File: src/rtl/glb_core_bank_arbiter_if.sv
// Bundle of the processor/stream request ports, the bank port and the
// read-return ports shared by the GLB core bank arbiter and its requesters.
interface glb_core_bank_arbiter_if #(
  parameter int BANK_ADDR_WIDTH = 17,
  parameter int BANK_DATA_WIDTH = 64,
  parameter int BANK_STRB_WIDTH = 8
) ();
  logic                       cfg_strm_priority;

  logic                       proc_req_valid;
  logic                       proc_req_wr;
  logic [BANK_ADDR_WIDTH-1:0] proc_req_addr;
  logic [BANK_DATA_WIDTH-1:0] proc_req_wdata;
  logic [BANK_STRB_WIDTH-1:0] proc_req_wstrb;
  logic                       proc_req_ready;

  logic                       strm_req_valid;
  logic                       strm_req_wr;
  logic [BANK_ADDR_WIDTH-1:0] strm_req_addr;
  logic [BANK_DATA_WIDTH-1:0] strm_req_wdata;
  logic [BANK_STRB_WIDTH-1:0] strm_req_wstrb;
  logic                       strm_req_ready;

  logic                       bank_en;
  logic                       bank_wr;
  logic [BANK_ADDR_WIDTH-1:0] bank_addr;
  logic [BANK_DATA_WIDTH-1:0] bank_wdata;
  logic [BANK_STRB_WIDTH-1:0] bank_wstrb;
  logic [BANK_DATA_WIDTH-1:0] bank_rdata;

  logic                       proc_rd_valid;
  logic [BANK_DATA_WIDTH-1:0] proc_rd_data;
  logic                       strm_rd_valid;
  logic [BANK_DATA_WIDTH-1:0] strm_rd_data;

  // requester/bank side (drives requests and read data)
  modport master (
    output cfg_strm_priority,
    output proc_req_valid, proc_req_wr, proc_req_addr, proc_req_wdata, proc_req_wstrb,
    input  proc_req_ready,
    output strm_req_valid, strm_req_wr, strm_req_addr, strm_req_wdata, strm_req_wstrb,
    input  strm_req_ready,
    input  bank_en, bank_wr, bank_addr, bank_wdata, bank_wstrb,
    output bank_rdata,
    input  proc_rd_valid, proc_rd_data, strm_rd_valid, strm_rd_data
  );

  // arbiter side
  modport slave (
    input  cfg_strm_priority,
    input  proc_req_valid, proc_req_wr, proc_req_addr, proc_req_wdata, proc_req_wstrb,
    output proc_req_ready,
    input  strm_req_valid, strm_req_wr, strm_req_addr, strm_req_wdata, strm_req_wstrb,
    output strm_req_ready,
    output bank_en, bank_wr, bank_addr, bank_wdata, bank_wstrb,
    input  bank_rdata,
    output proc_rd_valid, proc_rd_data, strm_rd_valid, strm_rd_data
  );
endinterface

File: src/rtl/glb_core_bank_arbiter.sv
// GLB core bank arbiter: one bank access per cycle shared between the
// processor path and the stream path, with a read-tag pipeline that routes
// returning bank data to the requester that issued the read.
//
// Arbitration state (no other FSM):
//   state      | meaning
//   GRANT_PROC | last accepted request came from the processor path
//   GRANT_STRM | last accepted request came from the stream path (reset)
module glb_core_bank_arbiter #(
  parameter int BANK_ADDR_WIDTH = 17,
  parameter int BANK_DATA_WIDTH = 64,
  parameter int BANK_STRB_WIDTH = 8,
  parameter int BANK_RD_LATENCY = 2
) (
  input logic                   clk,
  input logic                   reset,
  glb_core_bank_arbiter_if.slave bus
);

  typedef enum logic {
    GRANT_PROC = 1'b0,
    GRANT_STRM = 1'b1
  } grant_e;

  grant_e                     last_grant;
  logic                       proc_win;
  logic                       strm_win;
  logic                       accept;

  logic                       bank_en_q;
  logic                       bank_wr_q;
  logic [BANK_ADDR_WIDTH-1:0] bank_addr_q;
  logic [BANK_DATA_WIDTH-1:0] bank_wdata_q;
  logic [BANK_STRB_WIDTH-1:0] bank_wstrb_q;
  logic                       issue_is_proc_q;

  logic [BANK_RD_LATENCY-1:0] tag_valid;
  logic [BANK_RD_LATENCY-1:0] tag_proc;
  logic                       tag_in_valid;

  // Grant decision; readies are held low while reset is asserted so that
  // no handshake completes against a block that is being cleared.
  always_comb begin
    proc_win = 1'b0;
    strm_win = 1'b0;
    if (!reset) begin
      if (bus.proc_req_valid && bus.strm_req_valid) begin
        if (bus.cfg_strm_priority) begin
          strm_win = 1'b1;
        end else if (last_grant == GRANT_STRM) begin
          proc_win = 1'b1;
        end else begin
          strm_win = 1'b1;
        end
      end else begin
        proc_win = bus.proc_req_valid;
        strm_win = bus.strm_req_valid;
      end
    end
  end

  assign accept             = proc_win | strm_win;
  assign bus.proc_req_ready = proc_win;
  assign bus.strm_req_ready = strm_win;

  // Register the winning request onto the bank; fields hold when idle.
  always_ff @(posedge clk or posedge reset) begin
    if (reset) begin
      last_grant      <= GRANT_STRM;
      bank_en_q       <= 1'b0;
      bank_wr_q       <= 1'b0;
      bank_addr_q     <= '0;
      bank_wdata_q    <= '0;
      bank_wstrb_q    <= '0;
      issue_is_proc_q <= 1'b0;
    end else begin
      bank_en_q <= accept;
      if (strm_win) begin
        last_grant      <= GRANT_STRM;
        bank_wr_q       <= bus.strm_req_wr;
        bank_addr_q     <= bus.strm_req_addr;
        bank_wdata_q    <= bus.strm_req_wdata;
        bank_wstrb_q    <= bus.strm_req_wstrb;
        issue_is_proc_q <= 1'b0;
      end else if (proc_win) begin
        last_grant      <= GRANT_PROC;
        bank_wr_q       <= bus.proc_req_wr;
        bank_addr_q     <= bus.proc_req_addr;
        bank_wdata_q    <= bus.proc_req_wdata;
        bank_wstrb_q    <= bus.proc_req_wstrb;
        issue_is_proc_q <= 1'b1;
      end
    end
  end

  assign bus.bank_en    = bank_en_q;
  assign bus.bank_wr    = bank_wr_q;
  assign bus.bank_addr  = bank_addr_q;
  assign bus.bank_wdata = bank_wdata_q;
  assign bus.bank_wstrb = bank_wstrb_q;

  // A read enters the tag pipe in the cycle it is on the bank, so the last
  // stage lines up with bank_rdata BANK_RD_LATENCY cycles later.
  assign tag_in_valid = bank_en_q & ~bank_wr_q;

  // Tag shift register tracking which requester owns each in-flight read.
  always_ff @(posedge clk or posedge reset) begin
    if (reset) begin
      tag_valid <= '0;
      tag_proc  <= '0;
    end else begin
      tag_valid[0] <= tag_in_valid;
      tag_proc[0]  <= issue_is_proc_q;
      for (int i = 1; i < BANK_RD_LATENCY; i++) begin
        tag_valid[i] <= tag_valid[i-1];
        tag_proc[i]  <= tag_proc[i-1];
      end
    end
  end

  assign bus.proc_rd_valid = tag_valid[BANK_RD_LATENCY-1] &  tag_proc[BANK_RD_LATENCY-1];
  assign bus.strm_rd_valid = tag_valid[BANK_RD_LATENCY-1] & ~tag_proc[BANK_RD_LATENCY-1];
  assign bus.proc_rd_data  = reset ? '0 : bus.bank_rdata;
  assign bus.strm_rd_data  = reset ? '0 : bus.bank_rdata;

endmodule

File: src/flat_wrapper.sv
// flat-port wrapper written by rule: the top's interface ports become plain ports
module glb_core_bank_arbiter_flat 
#(
  parameter int BANK_ADDR_WIDTH = 17,
  parameter int BANK_DATA_WIDTH = 64,
  parameter int BANK_STRB_WIDTH = 8,
  parameter int BANK_RD_LATENCY = 2
)
  (clk, reset, bus_cfg_strm_priority, bus_proc_req_valid, bus_proc_req_wr, bus_proc_req_addr, bus_proc_req_wdata, bus_proc_req_wstrb, bus_proc_req_ready, bus_strm_req_valid, bus_strm_req_wr, bus_strm_req_addr, bus_strm_req_wdata, bus_strm_req_wstrb, bus_strm_req_ready, bus_bank_en, bus_bank_wr, bus_bank_addr, bus_bank_wdata, bus_bank_wstrb, bus_bank_rdata, bus_proc_rd_valid, bus_proc_rd_data, bus_strm_rd_valid, bus_strm_rd_data);
  glb_core_bank_arbiter_if #(.BANK_ADDR_WIDTH(BANK_ADDR_WIDTH), .BANK_DATA_WIDTH(BANK_DATA_WIDTH), .BANK_STRB_WIDTH(BANK_STRB_WIDTH)) bus_i ();
  input logic clk;
  input logic reset;
  input wire logic [$bits(bus_i.cfg_strm_priority)-1:0] bus_cfg_strm_priority;
  input wire logic [$bits(bus_i.proc_req_valid)-1:0] bus_proc_req_valid;
  input wire logic [$bits(bus_i.proc_req_wr)-1:0] bus_proc_req_wr;
  input wire logic [$bits(bus_i.proc_req_addr)-1:0] bus_proc_req_addr;
  input wire logic [$bits(bus_i.proc_req_wdata)-1:0] bus_proc_req_wdata;
  input wire logic [$bits(bus_i.proc_req_wstrb)-1:0] bus_proc_req_wstrb;
  output wire logic [$bits(bus_i.proc_req_ready)-1:0] bus_proc_req_ready;
  input wire logic [$bits(bus_i.strm_req_valid)-1:0] bus_strm_req_valid;
  input wire logic [$bits(bus_i.strm_req_wr)-1:0] bus_strm_req_wr;
  input wire logic [$bits(bus_i.strm_req_addr)-1:0] bus_strm_req_addr;
  input wire logic [$bits(bus_i.strm_req_wdata)-1:0] bus_strm_req_wdata;
  input wire logic [$bits(bus_i.strm_req_wstrb)-1:0] bus_strm_req_wstrb;
  output wire logic [$bits(bus_i.strm_req_ready)-1:0] bus_strm_req_ready;
  output wire logic [$bits(bus_i.bank_en)-1:0] bus_bank_en;
  output wire logic [$bits(bus_i.bank_wr)-1:0] bus_bank_wr;
  output wire logic [$bits(bus_i.bank_addr)-1:0] bus_bank_addr;
  output wire logic [$bits(bus_i.bank_wdata)-1:0] bus_bank_wdata;
  output wire logic [$bits(bus_i.bank_wstrb)-1:0] bus_bank_wstrb;
  input wire logic [$bits(bus_i.bank_rdata)-1:0] bus_bank_rdata;
  output wire logic [$bits(bus_i.proc_rd_valid)-1:0] bus_proc_rd_valid;
  output wire logic [$bits(bus_i.proc_rd_data)-1:0] bus_proc_rd_data;
  output wire logic [$bits(bus_i.strm_rd_valid)-1:0] bus_strm_rd_valid;
  output wire logic [$bits(bus_i.strm_rd_data)-1:0] bus_strm_rd_data;
  assign bus_i.cfg_strm_priority = bus_cfg_strm_priority;
  assign bus_i.proc_req_valid = bus_proc_req_valid;
  assign bus_i.proc_req_wr = bus_proc_req_wr;
  assign bus_i.proc_req_addr = bus_proc_req_addr;
  assign bus_i.proc_req_wdata = bus_proc_req_wdata;
  assign bus_i.proc_req_wstrb = bus_proc_req_wstrb;
  assign bus_proc_req_ready = bus_i.proc_req_ready;
  assign bus_i.strm_req_valid = bus_strm_req_valid;
  assign bus_i.strm_req_wr = bus_strm_req_wr;
  assign bus_i.strm_req_addr = bus_strm_req_addr;
  assign bus_i.strm_req_wdata = bus_strm_req_wdata;
  assign bus_i.strm_req_wstrb = bus_strm_req_wstrb;
  assign bus_strm_req_ready = bus_i.strm_req_ready;
  assign bus_bank_en = bus_i.bank_en;
  assign bus_bank_wr = bus_i.bank_wr;
  assign bus_bank_addr = bus_i.bank_addr;
  assign bus_bank_wdata = bus_i.bank_wdata;
  assign bus_bank_wstrb = bus_i.bank_wstrb;
  assign bus_i.bank_rdata = bus_bank_rdata;
  assign bus_proc_rd_valid = bus_i.proc_rd_valid;
  assign bus_proc_rd_data = bus_i.proc_rd_data;
  assign bus_strm_rd_valid = bus_i.strm_rd_valid;
  assign bus_strm_rd_data = bus_i.strm_rd_data;
  glb_core_bank_arbiter #(.BANK_ADDR_WIDTH(BANK_ADDR_WIDTH), .BANK_DATA_WIDTH(BANK_DATA_WIDTH), .BANK_STRB_WIDTH(BANK_STRB_WIDTH), .BANK_RD_LATENCY(BANK_RD_LATENCY)) u_core (.clk(clk), .reset(reset), .bus(bus_i));
endmodule
File: config.mk
export PLATFORM = sky130hd
export DESIGN_NAME = glb_core_bank_arbiter_flat
export DESIGN_NICKNAME = d
export VERILOG_FILES = /design/src/rtl/glb_core_bank_arbiter_if.sv /design/src/rtl/glb_core_bank_arbiter.sv /design/src/flat_wrapper.sv
export SDC_FILE = /design/constraint.sdc
export NUM_CORES = 1
export LEC_CHECK = 0
export CAP_MARGIN = 0
export CORE_AREA = 2 2 185 187
export CTS_CLUSTER_DIAMETER = 120
export DETAILED_ROUTE_END_ITERATION = 12
export DIE_AREA = 0 0 187 189
export PLACE_DENSITY_LB_ADDON = 0.12
export SYNTH_ARGS = -nofsm -noshare
export SYNTH_HDL_FRONTEND = slang
export SYNTH_SLANG_ARGS = --single-unit
File: constraint.sdc
create_clock -name clk -period 15.8 [get_ports clk]
set_clock_uncertainty 0.1 [all_clocks]
set_input_delay 2.37 -clock clk [delete_from_list [all_inputs] [get_ports clk]]
set_output_delay 2.37 -clock clk [all_outputs]
set_load 0.01 [all_outputs]
==> results.sh, run 1 <==
export IMPL_gp_congestion=0.776
export IMPL_avgSynthCellArea_um2=9.00
export IMPL_maxSlewViolCount=0
export IMPL_yosys_cell_types_count=22
export IMPL_diodes=0
export IMPL_grt_antenna_before_repair=0
export IMPL_ant_nets=0
export IMPL_cts_hold_buf=0
export IMPL_r2r_start="u_core.last_grant"
export IMPL_p_total_uw=856
export IMPL_netlist_instances=664
export IMPL_setup_tns_final_ns=0
export IMPL_ys_seq_elements=97
export IMPL_cts_resized_gates=0
export IMPL_insertion_delay_ns=0.35
export IMPL_tightest_slew_ns=1.13
export IMPL_relSlewSlack_pct=24.8
export IMPL_wl_met1_mm=11.9
export IMPL_path_cells="buf_2, buf_4, inv_6, and3_4, clkdlybuf4s50_1"
export IMPL_post_drt_wl_per_cell_um=20.2
export IMPL_rows=67
export IMPL_drive_above_1_share_pct=9.72
export IMPL_die_x_um=187
export IMPL_clockRootBuffer="clkbuf_16"
export IMPL_nets=1273
export IMPL_clock_sinks=97
export IMPL_vias=6255
export IMPL_clk_path_buf_depth=2
export IMPL_cts_buffers=9
export IMPL_vias_per_cell=4.23
export IMPL_port_buffer_count=471
export IMPL_cp_required_ns=13.33
export IMPL_coreArea_mm2=0.0333
export IMPL_grt_pass1_wl_mm=43.2
export IMPL_met2RoutedLength_mm=15.2
export IMPL_grt_use_total_pct=16.2
export IMPL_critPathLaunchType="input pin"
export IMPL_hold_class="reg -> reg"
export IMPL_reg2reg_depth=4
export IMPL_power_leakage_uw=0.00422
export IMPL_fmax_mhz=135
export IMPL_cts_setup_buffers=0
export IMPL_hold_viol_final=0
export IMPL_cts_tree="done"
export IMPL_hold_path_endpoint="u_core.tag_valid[1]"
export IMPL_critPathMaxStageDelay_ns=0.72
export IMPL_syn_area_mm2=0.00598
export IMPL_routed_wl_mm=29.8
export IMPL_status="complete, no violations"
export IMPL_highest_layer="met4"
export IMPL_cap_violations=0
export IMPL_p_per_area_mw_per_mm2=79.1
export IMPL_drt_first_iter_violations=258
export IMPL_io_pins=472
export IMPL_syn_nets=913
export IMPL_final_core_util_pct=32.6
export IMPL_critical_path_buf_inv_count=4
export IMPL_slowest_stage="inv_6"
export IMPL_rsz0062_at_grt="no"
export IMPL_clk_pin_slew_ns=0.07
export IMPL_crit_type="in -> out"
export IMPL_min_period_ns=7.42
export IMPL_die_area_mm2=0.0353
export IMPL_r2r_end="u_core.bus.bank_wdata[3]"
export IMPL_grt_max_degree=105
export IMPL_peakVddDrop_v=0.0000402
export IMPL_yosysSeqAreaShare_pct=40.6
export IMPL_initial_utilization_pct=18.0
export IMPL_path_max_fanout=104
export IMPL_end_kind="output pin"
export IMPL_h_tree_depth=3
export IMPL_die_h_um=189
export IMPL_setup_viol=0
export IMPL_min_period_over_period_pct=46.9
export IMPL_critPathTopFamily="buffers and inverters"
export IMPL_hold_start="u_core.tag_valid[0]"
export IMPL_syn2layout_area_growth_pct=81.3
export IMPL_drc=0
export IMPL_worst_ep_arrival_time_ns=4.95
export IMPL_reg2reg_setup_slack_ns=13.32
export IMPL_drt_pass1_iter_count=4
export IMPL_grt_overflow_total=0
export IMPL_holdPathStages=0
export IMPL_yosysWarnings=0
export IMPL_grt_pass1_vias=6519
export IMPL_hpwlAfterDp_mm=21.5
export IMPL_wl_met3_mm=2.34
[registers in the layout, summed over array words and instances (netlist names)]
name                    cells
u_core.bus.bank_addr       17
u_core.bus.bank_en          1
u_core.bus.bank_wdata      64
u_core.bus.bank_wr          1
u_core.bus.bank_wstrb       8
u_core.issue_is_proc_q      1
u_core.last_grant           1
u_core.tag_proc             2
u_core.tag_valid            2
[cells in the final DEF (no fill, tap or decap), types with 2 or more instances in the layout]
cell type / Yosys / routed
nand2_1: 180 / 180
nand2b_1: 2 / 2
inv_6: 0 / 2
o211ai_1: 20 / 20
clkbuf_1: 52 / 2
o211ai_2: 70 / 70
clkbuf_16: 0 / 9
clkdlybuf4s50_1: 0 / 469
nor2b_1: 66 / 66
nand4_1: 90 / 90
buf_4: 64 / 9
dfrtp_1: 96 / 96
clkbuf_8: 0 / 2
[area by class of cell]
cell class	instances	area [um2]
fillers	3531	22400
clock buffers	13	260
repair buffers	479	4770
flip-flops and latches	97	2430
multi-input cells	435	2760
clock inverters	3	47.5
inverters	2	12.5
well taps	448	561
[worst reg2reg max path, delay by kind of cell (launching register included)]
family	cells	cell delay, ns
AOI/OAI and AO/OA	1	0.28
and+or+nand+nor	2	0.65
buffers and inverters	1	0.90
DFF	1	0.38
[cell usage after synthesis]
library cell | count | area (um2)
and3_4 | 1 | 11.3
nand2b_1 | 2 | 12.5
inv_1 | 1 | 3.75
o21ba_2 | 1 | 10.0
buf_6 | 8 | 90.1
clkbuf_1 | 52 | 195
nand4_1 | 90 | 563
o211ai_1 | 20 | 150
dfrtp_1 | 96 | 2400
a21o_1 | 1 | 7.51
buf_1 | 1 | 3.75
nor2b_1 | 66 | 413
nand2_1 | 180 | 676
buf_2 | 5 | 25.0
a21oi_1 | 1 | 5.00
dfstp_2 | 1 | 26.3
and2_1 | 1 | 6.26
o21bai_1 | 1 | 7.51
o211ai_2 | 70 | 876
buf_4 | 64 | 480
nand3b_1 | 1 | 7.51
inv_2 | 1 | 3.75
[layer usage]
metal,GRT usage [%],vias up
met5,0,-
met4,3.97,0
met1,18.2,2989
met3,5.69,18
li1,-,2965
met2,29.3,283
[worst max-delay path by stage]
| stage | startpoint | endpoint | slack, ns | cells after the start |
|---|---|---|---|---|
| finish | reset | bus_strm_req_ready | 8.38 | 5 |
| detailed placement | reset | bus_strm_req_ready | 8.31 | 5 |
| CTS | reset | bus_strm_req_ready | 8.31 | 5 |
| global placement | reset | bus_strm_req_ready | 8.28 | 5 |
| floorplan | reset | u_core.bus.bank_addr[0] | 9.09 | 3 |
| global route | reset | bus_strm_req_ready | 8.15 | 5 |
[kinds of logic after synthesis]
group                  share of synthesized area (%)
and+or+nand+nor                                 28.3
buffers and inverters                           13.4
AOI/OAI and AO/OA                               17.7
DFF                                             40.6
[metrics by stage]
step | std cells | hold slack [ns] | cell area, um2 | setup slack (ns)
global placement | 1461 | 0.239 | 10500 | 8.28
detailed placement | 1461 | 0.237 | 10500 | 8.31
finish | 1477 | 0.251 | 10800 | 8.38
floorplan | 664 | 0.231 | 5980 | 9.09
global route | 1477 | 0.262 | 10800 | 8.15
CTS | 1477 | 0.255 | 10800 | 8.31
[power breakdown]
part | total (uW) | leakage (uW) | switching [uW] | internal [uW]
clock network | 238 | 0.000150 | 105 | 133
logic | 315 | 0.00291 | 137 | 177
registers | 304 | 0.00116 | 19.3 | 284
No activity file was read; power rests on OpenSTA's default activity.
==> inputs of run 2 (changes only) <==
- CORE_AREA: 2 2 185 187 -> 2 2 182 184
- DIE_AREA: 0 0 187 189 -> 0 0 184 186
- clock period: 15.8 -> 7.1 ns (I/O delays scaled with it)
==> run 2 against run 1 <==
Compared with the run above: combinational power up 120%; sequential share of layout area up 0.091 points; design area down 0.40%; non-clock buffer count unchanged; critical path type unchanged; sequential power up 120%; via count down 0.93%; routed wire length down 2.9%; highest routed layer unchanged; setup slack worse by 5.9 ns; worst hold slack worse by 0.00099 ns; critical path depth unchanged; count of clock-buffer cells in the layout down 3.
==> results.sh, run 2 (same netlist as run 1, synthesis figures left out) <==
export IMPL_status="complete, no violations"
export IMPL_cp_required_ns=5.93
export IMPL_ant_nets=0
export IMPL_worst_ep_arrival_time_ns=3.47
export IMPL_post_drt_wl_per_cell_um=20.1
export IMPL_tightest_slew_ns=1.06
export IMPL_grt_pass1_vias=6497
export IMPL_drt_pass1_iter_count=4
export IMPL_grt_max_degree=108
export IMPL_r2r_end="u_core.bus.bank_wdata[33]"
export IMPL_rsz0062_at_grt="no"
export IMPL_n_fill_cell=3380
export IMPL_clock_sinks=97
export IMPL_critical_path_buf_inv_count=3
export IMPL_cts_hold_buf=0
export IMPL_die_h_um=186
export IMPL_routed_wl_mm=28.9
export IMPL_cts_tree="done"
export IMPL_clk_pin_slew_ns=0.08
export IMPL_largest_reg_flops=64
export IMPL_relSlewSlack_pct=29.6
export IMPL_path_cells="clkdlybuf4s50_1, nand3b_1, buf_4, and3_4, clkdlybuf4s50_1"
export IMPL_fin_cells=1438
export IMPL_nets=1273
export IMPL_coreArea_mm2=0.0322
export IMPL_drt_first_iter_violations=338
export IMPL_rows=66
export IMPL_h_tree_depth=3
export IMPL_dpl_cell_area_mm2=0.0105
export IMPL_critPathMaxStageDelay_ns=0.65
export IMPL_multiInputGateArea_mm2=0.00276
export IMPL_cap_violations=0
export IMPL_syn2layout_area_growth_pct=80.5
export IMPL_setup_tns_final_ns=0
export IMPL_grt_pass1_wl_mm=41.5
export IMPL_end_kind="output pin"
export IMPL_grt_overflow_total=0
export IMPL_worst_path_most_repeated_cell="clkdlybuf4s50_1"
export IMPL_initial_utilization_pct=18.6
export IMPL_grt_use_total_pct=16.2
export IMPL_grt_antenna_before_repair=1
export IMPL_path_max_fanout=37
export IMPL_maxSlewViolCount=0
export IMPL_most_common_layout_cells="clkdlybuf4s50_1, nand2_1, dfrtp_1"
export IMPL_min_period_over_period_pct=65.2
export IMPL_holdPathStages=0
export IMPL_p_total_uw=1910
export IMPL_p_per_area_mw_per_mm2=177
export IMPL_hpwlAfterDp_mm=20.9
export IMPL_reg2reg_depth=5
export IMPL_hold_viol_final=0
export IMPL_fmax_mhz=216
export IMPL_clk_path_buf_depth=2
export IMPL_hold_class="reg -> reg"
export IMPL_r2r_start="u_core.last_grant"
export IMPL_die_x_um=184
export IMPL_insertion_delay_ns=0.35
export IMPL_critPathLaunchType="input pin"
export IMPL_hold_start="u_core.tag_valid[0]"
export IMPL_finalInstanceArea_mm2=0.0108
export IMPL_regArea_mm2=0.00243
export IMPL_port_buffer_count=471
export IMPL_power_leakage_uw=0.00422
export IMPL_vias_per_cell=4.31
export IMPL_cts_setup_buffers=0
export IMPL_clockRootBuffer="clkbuf_16"
export IMPL_cts_resized_gates=0
export IMPL_crit_type="in -> out"
export IMPL_dp_cells=1421
export IMPL_slowest_stage="and3_4"
export IMPL_setup_viol=0
export IMPL_io_pins=472
export IMPL_gp_congestion=0.745
export IMPL_peakVddDrop_v=0.0000892
export IMPL_drive_above_1_share_pct=9.91
export IMPL_min_period_ns=4.63
export IMPL_cts_buffers=9
export IMPL_drc=0
export IMPL_hold_path_endpoint="u_core.tag_valid[1]"
export IMPL_final_common_cell="clkdlybuf4s50_1"
export IMPL_critPathTopFamily="buffers and inverters"
export IMPL_reg2reg_setup_slack_ns=4.14
export IMPL_die_area_mm2=0.0342
export IMPL_vias=6197
-- run 2: how the worst max path moves through the flow --
| stage | startpoint | to | slack [ns] | depth (start not counted) |
|---|---|---|---|---|
| floorplan | reset | u_core.bus.bank_addr[0] | 1.70 | 3 |
| detailed placement | bus_proc_req_valid | bus_strm_req_ready | 2.46 | 5 |
| global placement | bus_proc_req_valid | bus_strm_req_ready | 2.43 | 5 |
| CTS | bus_proc_req_valid | bus_strm_req_ready | 2.45 | 5 |
| finish | bus_proc_req_valid | bus_strm_req_ready | 2.47 | 5 |
| global route | bus_proc_req_valid | bus_strm_req_ready | 2.37 | 5 |
-- run 2: worst register-to-register path: cells and delay by family, from the launching register on --
kind,cells,cell delay (ns)
simple gates,2,0.74
compound gates,1,0.29
buf+inv,2,1.29
flops,1,0.39
-- run 2: layout make-up --
class / instances / share of cell area, %
antenna: 1 / 0.0232
clock buffer: 10 / 2.22
timing repair buffer: 479 / 44.2
clock inverter: 6 / 0.673
tap: 408 / 4.73
inverter: 2 / 0.116
multi-input combinational: 435 / 25.5
sequential: 97 / 22.5
-- run 2: report_power, final --
part	leakage (uW)	total [uW]	internal (uW)	switching, uW
registers	0.00116	676	633	43.1
logic	0.00291	695	394	301
clock network	0.000155	539	289	250
-- run 2: per-layer routing --
| metal | part of all wire (%) | vias up | GRT usage, % | routed length [um] |
|---|---|---|---|---|
| li1 | - | 2967 | - | - |
| met1 | 40 | 2921 | 18.9 | 11400 |
| met2 | 50 | 283 | 28.4 | 14400 |
| met3 | 8.7 | 26 | 5.34 | 2520 |
| met4 | 1.8 | 0 | 4.77 | 526 |
| met5 | 0 | - | 0 | 0 |
-- run 2: per-stage QoR --
stage | util (%) | hold slack (ns) | worst slack (ns)
2_1_floorplan | - | 0.231 | 1.70
3_3_place_gp | 32.5 | 0.234 | 2.43
3_5_place_dp | 32.5 | 0.236 | 2.46
4_1_cts | 33.5 | 0.254 | 2.45
5_1_grt | 33.5 | 0.260 | 2.37
6_report | 33.5 | 0.250 | 2.47
